### src/rtl/memory_access_stage_if.sv
// Data-memory request/acknowledge bus between the MEM stage and data memory.
// The stage drives the request side; memory answers with a one-cycle ack.
interface memory_access_stage_if #(
  parameter int DATA_W = 16
);
  logic              mem_req;
  logic              mem_we;
  logic [DATA_W-1:0] mem_addr;
  logic [DATA_W-1:0] mem_wdata;
  logic              mem_ack;
  logic [DATA_W-1:0] mem_rdata;

  modport master (
    output mem_req,
    output mem_we,
    output mem_addr,
    output mem_wdata,
    input  mem_ack,
    input  mem_rdata
  );

  modport slave (
    input  mem_req,
    input  mem_we,
    input  mem_addr,
    input  mem_wdata,
    output mem_ack,
    output mem_rdata
  );
endinterface

### src/rtl/memory_access_stage.sv
// MEM stage: runs loads/stores over a req/ack bus, stalls upstream while
// a transaction is open and aborts with a sticky error on timeout.
module memory_access_stage #(
  parameter int DATA_W  = 16,
  parameter int TIMEOUT = 16
) (
  input  logic                  clk,
  input  logic                  rst,
  input  logic                  wbs_in,
  input  logic                  mrs_in,
  input  logic                  mws_in,
  input  logic [DATA_W-1:0]     ALUresult_in,
  input  logic [DATA_W-1:0]     writeData_in,
  input  logic                  ni_in,
  memory_access_stage_if.master mem,
  output logic                  wbs_out,
  output logic [DATA_W-1:0]     memData_out,
  output logic [DATA_W-1:0]     ALUresult_out,
  output logic                  ni_out,
  output logic                  stall_out,
  output logic                  err_out
);

  typedef enum logic [1:0] {
    IDLE,
    BUSY,
    DONE
  } state_t;

  localparam logic [7:0] LAST = 8'(TIMEOUT - 1);

  state_t            state;
  logic [7:0]        cnt;
  logic              req_q;
  logic              we_q;
  logic [DATA_W-1:0] addr_q;
  logic [DATA_W-1:0] wdata_q;
  logic [DATA_W-1:0] rdata_q;
  logic              wbs_q;
  logic              ni_q;
  logic              abort_q;
  logic              err_q;
  logic              mem_op;

  assign mem_op        = mrs_in | mws_in;
  assign mem.mem_req   = req_q;
  assign mem.mem_we    = we_q;
  assign mem.mem_addr  = addr_q;
  assign mem.mem_wdata = wdata_q;
  assign err_out       = err_q;

  always_ff @(posedge clk or posedge rst) begin
    if (rst) begin
      state   <= IDLE;
      cnt     <= '0;
      req_q   <= 1'b0;
      we_q    <= 1'b0;
      addr_q  <= '0;
      wdata_q <= '0;
      rdata_q <= '0;
      wbs_q   <= 1'b0;
      ni_q    <= 1'b0;
      abort_q <= 1'b0;
      err_q   <= 1'b0;
    end else begin
      unique case (state)
        IDLE: begin
          if (mem_op) begin
            addr_q  <= ALUresult_in;
            wdata_q <= writeData_in;
            wbs_q   <= wbs_in;
            ni_q    <= ni_in;
            we_q    <= mws_in;
            req_q   <= 1'b1;
            abort_q <= 1'b0;
            rdata_q <= '0;
            state   <= BUSY;
          end
        end
        BUSY: begin
          // an ack on the final allowed cycle still completes normally
          if (mem.mem_ack) begin
            if (!we_q) rdata_q <= mem.mem_rdata;
            req_q <= 1'b0;
            cnt   <= '0;
            state <= DONE;
          end else if (cnt == LAST) begin
            req_q   <= 1'b0;
            err_q   <= 1'b1;
            abort_q <= 1'b1;
            cnt     <= '0;
            state   <= DONE;
          end else begin
            cnt <= cnt + 8'd1;
          end
        end
        DONE: state <= IDLE;
        default: state <= IDLE;
      endcase
    end
  end

  always_comb begin
    wbs_out       = 1'b0;
    memData_out   = '0;
    ALUresult_out = '0;
    ni_out        = 1'b0;
    stall_out     = 1'b0;
    unique case (state)
      IDLE: begin
        if (mem_op) begin
          stall_out = 1'b1;
        end else begin
          wbs_out       = wbs_in;
          ALUresult_out = ALUresult_in;
          ni_out        = ni_in;
        end
      end
      BUSY: stall_out = 1'b1;
      DONE: begin
        ALUresult_out = addr_q;
        ni_out        = ni_q;
        wbs_out       = wbs_q & ~abort_q;
        memData_out   = (we_q | abort_q) ? '0 : rdata_q;
      end
      default: ;
    endcase
  end

endmodule

### src/flat_wrapper.sv
// flat-port wrapper written by rule: the top's interface ports become plain ports
module memory_access_stage_flat 
#(
  parameter int DATA_W  = 16,
  parameter int TIMEOUT = 16
)
  (clk, rst, wbs_in, mrs_in, mws_in, ALUresult_in, writeData_in, ni_in, wbs_out, memData_out, ALUresult_out, ni_out, stall_out, err_out, mem_mem_req, mem_mem_we, mem_mem_addr, mem_mem_wdata, mem_mem_ack, mem_mem_rdata);
  memory_access_stage_if #(.DATA_W(DATA_W)) mem_i ();
  input  logic clk;
  input  logic rst;
  input  logic wbs_in;
  input  logic mrs_in;
  input  logic mws_in;
  input  logic [DATA_W-1:0] ALUresult_in;
  input  logic [DATA_W-1:0] writeData_in;
  input  logic ni_in;
  output logic wbs_out;
  output logic [DATA_W-1:0] memData_out;
  output logic [DATA_W-1:0] ALUresult_out;
  output logic ni_out;
  output logic stall_out;
  output logic err_out;
  output wire logic [$bits(mem_i.mem_req)-1:0] mem_mem_req;
  output wire logic [$bits(mem_i.mem_we)-1:0] mem_mem_we;
  output wire logic [$bits(mem_i.mem_addr)-1:0] mem_mem_addr;
  output wire logic [$bits(mem_i.mem_wdata)-1:0] mem_mem_wdata;
  input wire logic [$bits(mem_i.mem_ack)-1:0] mem_mem_ack;
  input wire logic [$bits(mem_i.mem_rdata)-1:0] mem_mem_rdata;
  assign mem_mem_req = mem_i.mem_req;
  assign mem_mem_we = mem_i.mem_we;
  assign mem_mem_addr = mem_i.mem_addr;
  assign mem_mem_wdata = mem_i.mem_wdata;
  assign mem_i.mem_ack = mem_mem_ack;
  assign mem_i.mem_rdata = mem_mem_rdata;
  memory_access_stage #(.DATA_W(DATA_W), .TIMEOUT(TIMEOUT)) u_core (.clk(clk), .rst(rst), .wbs_in(wbs_in), .mrs_in(mrs_in), .mws_in(mws_in), .ALUresult_in(ALUresult_in), .writeData_in(writeData_in), .ni_in(ni_in), .mem(mem_i), .wbs_out(wbs_out), .memData_out(memData_out), .ALUresult_out(ALUresult_out), .ni_out(ni_out), .stall_out(stall_out), .err_out(err_out));
endmodule
### config.mk
export PLATFORM = sky130hd
export DESIGN_NAME = memory_access_stage_flat
export DESIGN_NICKNAME = d
export VERILOG_FILES = /design/src/rtl/memory_access_stage_if.sv /design/src/rtl/memory_access_stage.sv /design/src/flat_wrapper.sv
export SDC_FILE = /design/constraint.sdc
export NUM_CORES = 1
export LEC_CHECK = 0
export BUFFER_PORTS_ARGS = -buffer_cell sky130_fd_sc_hd__buf_2
export CAP_MARGIN = 25
export CORE_MARGIN = 2
export CORE_UTILIZATION = 43
export CTS_CLUSTER_SIZE = 14
export DETAILED_ROUTE_END_ITERATION = 10
export GPL_ROUTABILITY_DRIVEN = 0
export HOLD_SLACK_MARGIN = 0.06
export PLACE_DENSITY = 0.88
export SLEW_MARGIN = 20
export SYNTH_ARGS = -nofsm -noshare
export SYNTH_HDL_FRONTEND = slang
export SYNTH_SLANG_ARGS = --single-unit
### constraint.sdc
create_clock -name clk -period 2.09 [get_ports clk]
set_input_delay 0.627 -clock clk [delete_from_list [all_inputs] [get_ports clk]]
set_output_delay 0.627 -clock clk [all_outputs]
set_load 0.03 [all_outputs]
==> results of run 1 <==
## placed cells by master (no fill, tap or decap), types with 2 or more instances in the layout
cell        Yosys  final
and2_1         17      9
buf_12          0      4
a22o_2          0      9
clkbuf_8        0     10
o32ai_4         1      2
xor2_1          2      2
buf_2           5     89
a22o_1         18      9
a21oi_1         2      2
buf_6           1     35
nor2_2          2      2
buf_4           2     14
and2_4          0      8
nor2_1          6      6
inv_1          18     17
o21ai_0        24     24
nor3_1          3      2
buf_16          0      2
nand3_1        19     19
clkinv_2        0      2
nand2_1       117    117
dfrtp_1        64     64
clkinvlp_4      0      4
## cell usage after synthesis (all sizes together), types with 2 or more instances
cell | n | area share (%)
nand2 | 117 | 15
dfrtp | 64 | 54
o21ai | 26 | 4.4
inv | 19 | 2.4
nand3 | 19 | 3.2
a22o | 18 | 5.4
and2 | 17 | 3.6
buf | 9 | 1.9
nor2 | 8 | 1.2
clkbuf | 7 | 0.98
nor3 | 4 | 1.1
a21oi | 2 | 0.34
nand2b | 2 | 0.51
xor2 | 2 | 0.60
## flip-flops by register name, indices dropped and copies added (netlist names)
name                  cells
u_core.mem.mem_addr      16
u_core.ni_q               1
u_core.mem.mem_we         1
u_core.rdata_q           16
u_core.wbs_q              1
u_core.mem.mem_wdata     16
u_core.state              2
u_core.err_out            1
u_core.abort_q            1
u_core.cnt                8
u_core.mem.mem_req        1
## critical path, cell delays in order (launching register included)
cell	delay, ps
dfrtp_1	390
buf_4	140
and2b_1	210
nor3b_4	230
buf_12	160
and2_1	160
buf_6	140
## logic make-up (layout without fill, tap and decap cells)
| group | count (synthesis) | after routing | share of synthesized area (%) |
|---|---|---|---|
| xor gates and xnor gates | 2 | 2 | 0.596 |
| AOI/OAI and AO/OA | 52 | 53 | 12.6 |
| muxes | 1 | 1 | 0.341 |
| buffers and inverters | 35 | 179 | 5.28 |
| adders and majority gates | 1 | 1 | 0.426 |
| DFF | 64 | 64 | 54.5 |
| and+or+nand+nor | 173 | 173 | 26.3 |
## worst min-delay path by stage
stage                                         startpoint                                   end  cells after the start
finish                                               rst  u_core.mem.mem_wdata[11]$_DFFE_PP0P_                      3
global route                                         rst  u_core.mem.mem_wdata[13]$_DFFE_PP0P_                      3
CTS                                                  rst  u_core.mem.mem_wdata[11]$_DFFE_PP0P_                      3
detailed placement   u_core.mem.mem_wdata[1]$_DFFE_PP0P_   u_core.mem.mem_wdata[1]$_DFFE_PP0P_                      2
global placement    u_core.mem.mem_wdata[15]$_DFFE_PP0P_  u_core.mem.mem_wdata[15]$_DFFE_PP0P_                      2
floorplan                       u_core.wbs_q$_DFFE_PP0P_              u_core.wbs_q$_DFFE_PP0P_                      2
## area by class of cell
cell class	instances	area share [%]
clock inverter	5	0.759
clock buffer	11	3.30
timing repair buffer	144	25.2
sequential	64	37.4
multi-input combinational	230	29.3
inverter	19	1.75
tap	80	2.34
## power by group through the flow
stage	logic (W)	clock network (W)	registers, W
detailed placement	0.00299	0	0.00208
CTS	0.00331	0.000948	0.00206
global route	0.00368	0.00100	0.00213
finish	0.00340	0.000911	0.00208
floorplan	0.00146	0	0.00269
global placement	0.00290	0	0.00207
## per-stage QoR
step / setup WS (ps) / std cells / setup TNS (ps) / total power (W)
6_report: -296 / 553 / -8760 / 0.00639
5_1_grt: -361 / 553 / -10740 / 0.00681
4_1_cts: -265 / 552 / -8070 / 0.00632
3_5_place_dp: -47.8 / 529 / -259 / 0.00506
3_3_place_gp: 4.72 / 529 / 0 / 0.00496
2_1_floorplan: 21.2 / 328 / 0 / 0.00415
## repair_timing
item,in CTS,in global routing
pin swaps,6,3
cloned,2,1
hold buffers,0,0
setup buffers,5,0
endpoints found under the setup margin,34,51
resized for setup,75,8
## routing by layer
metal	wire length [um]	track usage, %	part of all wire [%]
met5	0	0	0
met4	166	9.09	2.1
met3	419	3.71	5.2
met2	4200	35.2	52
met1	3280	25.6	41
==> results.toml, run 1 <==
[status]
status = "finished, violations left"
violations = "setup timing"

[drt]
avgRoutedWirePerCell_um = 14.6
post_drt_via_cell_ratio = 5.13
drt_iter0_drc = 157
route.vias.total = 2839
ant_nets = 0
wl_um = 8070
drt-pass1-iter-count = 5
drc_errors = 0

[layout]
area_growth_pct = 45.8
n_fill_cell = 541
n_antenna_cell = 0
final_nets = 524
drive_above_1_share_pct = 40.2
final_util_pct = 63.8
ff_latch_area_um2 = 1600
multi_input_area_um2 = 1250
finalInstanceArea_um2 = 4280

[floorplan]
die_width_um = 86.7
io-pin-count = 125
start_util_pct = 43.7
rows = 30
coreArea_um2 = 6720
die_h_um = 86.7
die-area_um2 = 7510

[critical_path]
setup.worst_path.start_class = "flip-flop"
timing.rr.start = "u_core.state[0]$_DFFE_PP0P_"
cp.arrival_ps = 1760
path_max_fanout = 16
crit_type = "flip-flop to output port"
cp-endpoint = "memData_out[9]"
endpoint_kind = "output port"
ff2ff_path_depth = 7
worstReg2RegEnd = "u_core.rdata_q[7]$_DFFE_PP0P_"
startpoint = "u_core.state[0]$_DFFE_PP0P_"
reg2reg_slack_ps = 210
required_ps = 1460

[clock_network]
clk-insertion-delay-late_ps = 330
cts_buffers = 9
cts_root_buffer = "clkbuf_8"
clock-sinks = 64
clk_pin_slew_worst_paths_ps = 70
clk_path_buf_depth = 2
tritoncts = "done"
cts.htree.levels = 3

[global_route]
grt_max_degree = 37
grt_pass1_vias = 2670
grt_usage_pct = 20.7
grt_pass1_wl_um = 12100
antenna_found_initial = 0
gr-total-overflow = 0

[synth]
netlist_instances = 328
synthArstFlopShare_pct = 100
yosysUniqueCellTypes = 37
syn_nets = 384
ys_seq_area_share_pct = 54.5
yosys_warnings = 0
ys_seq_elements = 64
synth_ff_type = "dfrtp_1"
synth_edf_count = 0
syn_avg_cell_area_um2 = 8.96
synth_area_um2 = 2940

[sta]
worst_slack_ps = -296
worst_hold_slack_ps = 384
fmax_ghz = 0.419
setup_viol = 34
rsz0062_at_grt = "yes"
finalHoldViolCount = 0
slew_viol_final = 0
min_period_over_period_pct = 114
min_period_ps = 2390
slew-limit-headroom_pct = 50.4
worstMarginPinSlew_ps = 743
skew_ps = 8.81

[power]
share_comb_of_total_power_pct = 53.2
p_leak_nw = 2.23
irDropWorstVdd_v = 0.000790
p_per_area_nw_per_um2 = 1490
switching_share_pct = 46.5
p_clk_share_pct = 14.2
p_int_w = 0.00342
power.switching_w = 0.00297
sequentialPowerShare_pct = 32.5

[placement]
placed_area_um2 = 3720
hpwl_um = 5040
io_buffers = 124

[hold_path]
hp-class = "primary input to asynchronous set/reset pin"

[job]
drv_cap = 0
Note: power is estimated with default switching activity, not from simulation.
==> run 2, diff against run 1 <==
--- a/config.mk
+++ b/config.mk
@@ -5,15 +5,15 @@
 export SDC_FILE = /design/constraint.sdc
 export NUM_CORES = 1
 export LEC_CHECK = 0
-export BUFFER_PORTS_ARGS = -buffer_cell sky130_fd_sc_hd__buf_2
 export CAP_MARGIN = 25
 export CORE_MARGIN = 2
-export CORE_UTILIZATION = 43
+export CORE_UTILIZATION = 50
 export CTS_CLUSTER_SIZE = 14
 export DETAILED_ROUTE_END_ITERATION = 10
+export DONT_BUFFER_PORTS = 1
 export GPL_ROUTABILITY_DRIVEN = 0
 export HOLD_SLACK_MARGIN = 0.06
-export PLACE_DENSITY = 0.88
+export PLACE_DENSITY = 0.8
 export SLEW_MARGIN = 20
 export SYNTH_ARGS = -nofsm -noshare
 export SYNTH_HDL_FRONTEND = slang
==> results.toml, run 2 (synthesized netlist as in run 1, its figures left out) <==
[floorplan]
coreArea_um2 = 5610
die_width_um = 80.7
io-pin-count = 125
start_util_pct = 52.4
die-area_um2 = 6510
die_h_um = 80.7
rows = 27

[critical_path]
crit_type = "flip-flop to output port"
endpoint_kind = "output port"
setup.worst_path.start_class = "flip-flop"
path_max_fanout = 11
cp.arrival_ps = 1660
required_ps = 1460

[global_route]
grt_max_degree = 65
grt_pass1_wl_um = 10300
antenna_found_initial = 0
gr-total-overflow = 0
grt_pass1_vias = 2241
grt_usage_pct = 21.5

[layout]
area_growth_pct = 23.8
finalInstanceArea_um2 = 3640
ff_latch_area_um2 = 1600
final_common_cell = "nand2_1"
n_antenna_cell = 0
final_nets = 418
n_fill_cell = 467
multi_input_area_um2 = 1250
layoutNonFillerInstCount = 439
final_cell_mix = "nand2_1, dfrtp_1, buf_6"
drive_above_1_share_pct = 21.8

[clock_network]
clock-sinks = 64
clk_pin_slew_worst_paths_ps = 70
cts_root_buffer = "clkbuf_8"
ctsHoldBuffers = 0
cts.htree.levels = 3
clk-insertion-delay-late_ps = 330
cts_buffers = 9
clk_path_buf_depth = 2
tritoncts = "done"

[sta]
fmax_ghz = 0.437
slew-limit-headroom_pct = 67.6
min_period_over_period_pct = 110
worstMarginPinSlew_ps = 482
worst_slack_ps = -201
worst_hold_slack_ps = 229
min_period_ps = 2290
setup-tns-final_ps = -4980
setup_viol = 34
finalHoldViolCount = 0
rsz0062_at_grt = "yes"
slew_viol_final = 0
skew_ps = 9.56

[drt]
avgRoutedWirePerCell_um = 15.2
post_drt_via_cell_ratio = 5.39
route.vias.total = 2366
wl_um = 6670
drc_errors = 0
drt_iter0_drc = 92
drt-pass1-iter-count = 4
ant_nets = 0

[power]
p_per_area_nw_per_um2 = 1620
total_power_w = 0.00589
irDropWorstVdd_v = 0.00111
p_leak_nw = 1.79

[placement]
io_buffers = 0
placed_area_um2 = 3290
place_inst = 422
hpwl_um = 4630

[status]
violations = "setup timing"
status = "finished, violations left"

[hold_path]
hp-class = "primary input to asynchronous set/reset pin"

[job]
drv_cap = 0
[run 2: cell types whose count changed in the layout (fill, tap and decap cells not counted), moves of 2 or more]
| cell | previous run | this run |
|---|---|---|
| a22o_2 | 9 | 5 |
| a22o_4 | 0 | 5 |
| and2_1 | 9 | 14 |
| and2_4 | 8 | 3 |
| buf_16 | 2 | 0 |
| buf_2 | 89 | 0 |
| buf_4 | 14 | 10 |
| buf_6 | 35 | 26 |
| clkinv_4 | 0 | 2 |
[run 2: repair_timing]
item,CTS,global route
gates resized for setup,29,6
pin swaps,6,1
setup buffers,1,0
endpoints found under the setup margin,34,34
[run 2: worst max-delay path, cell delays in order, from the launching register on]
cell,delay (ps)
dfrtp_1,420
or2_4,260
nor3_4,160
buf_6,190
a22o_1,160
buf_6,130
[run 2: path summary, 6_finish.rpt]
kind,cells past startpoint,to,startpoint,slack (ps)
min in group clk,2,u_core.mem.mem_wdata[4]$_DFFE_PP0P_,writeData_in[4],390
worst min-delay path,2,u_core.cnt[2]$_DFFE_PP0P_,rst,230
worst min register to register,2,u_core.ni_q$_DFFE_PP0P_,u_core.ni_q$_DFFE_PP0P_,500
max in group asynchronous,2,u_core.rdata_q[12]$_DFFE_PP0P_,rst,1570
worst max register to register,6,u_core.rdata_q[4]$_DFFE_PP0P_,u_core.state[1]$_DFFE_PP0P_,450
worst max-delay path,5,ALUresult_out[5],u_core.state[1]$_DFFE_PP0P_,-200
[run 2: metal layers]
metal	vias to the layer above	GRT usage (%)	part of all wire, %
met2	128	34.6	48
met4	0	8.64	1.8
met5	-	0	0
met1	1090	26.5	41
li1	1139	-	-
met3	9	7.42	8.6
[run 2: final cells by class]
class,instances,share of cell area [%]
Clock buffer,9,3.40
Sequential cell,64,44.0
Tap cell,72,2.48
Timing Repair Buffer,39,11.8
Multi-Input combinational cell,229,34.3
Clock inverter,7,1.99
Inverter,19,2.06
[run 2: per-stage QoR]
step	setup WS, ps	util [%]
6_report	-201	64.9
4_1_cts	-219	64.2
3_3_place_gp	89.1	58.6
5_1_grt	-305	64.9
3_5_place_dp	64.3	58.6
2_1_floorplan	21.2	-
[run 2: where the power goes]
group          switching, W  internal, W
combinational       0.00131     0.000801
sequential          0.00102      0.00174
clock              0.000467     0.000549
total               0.00280      0.00309
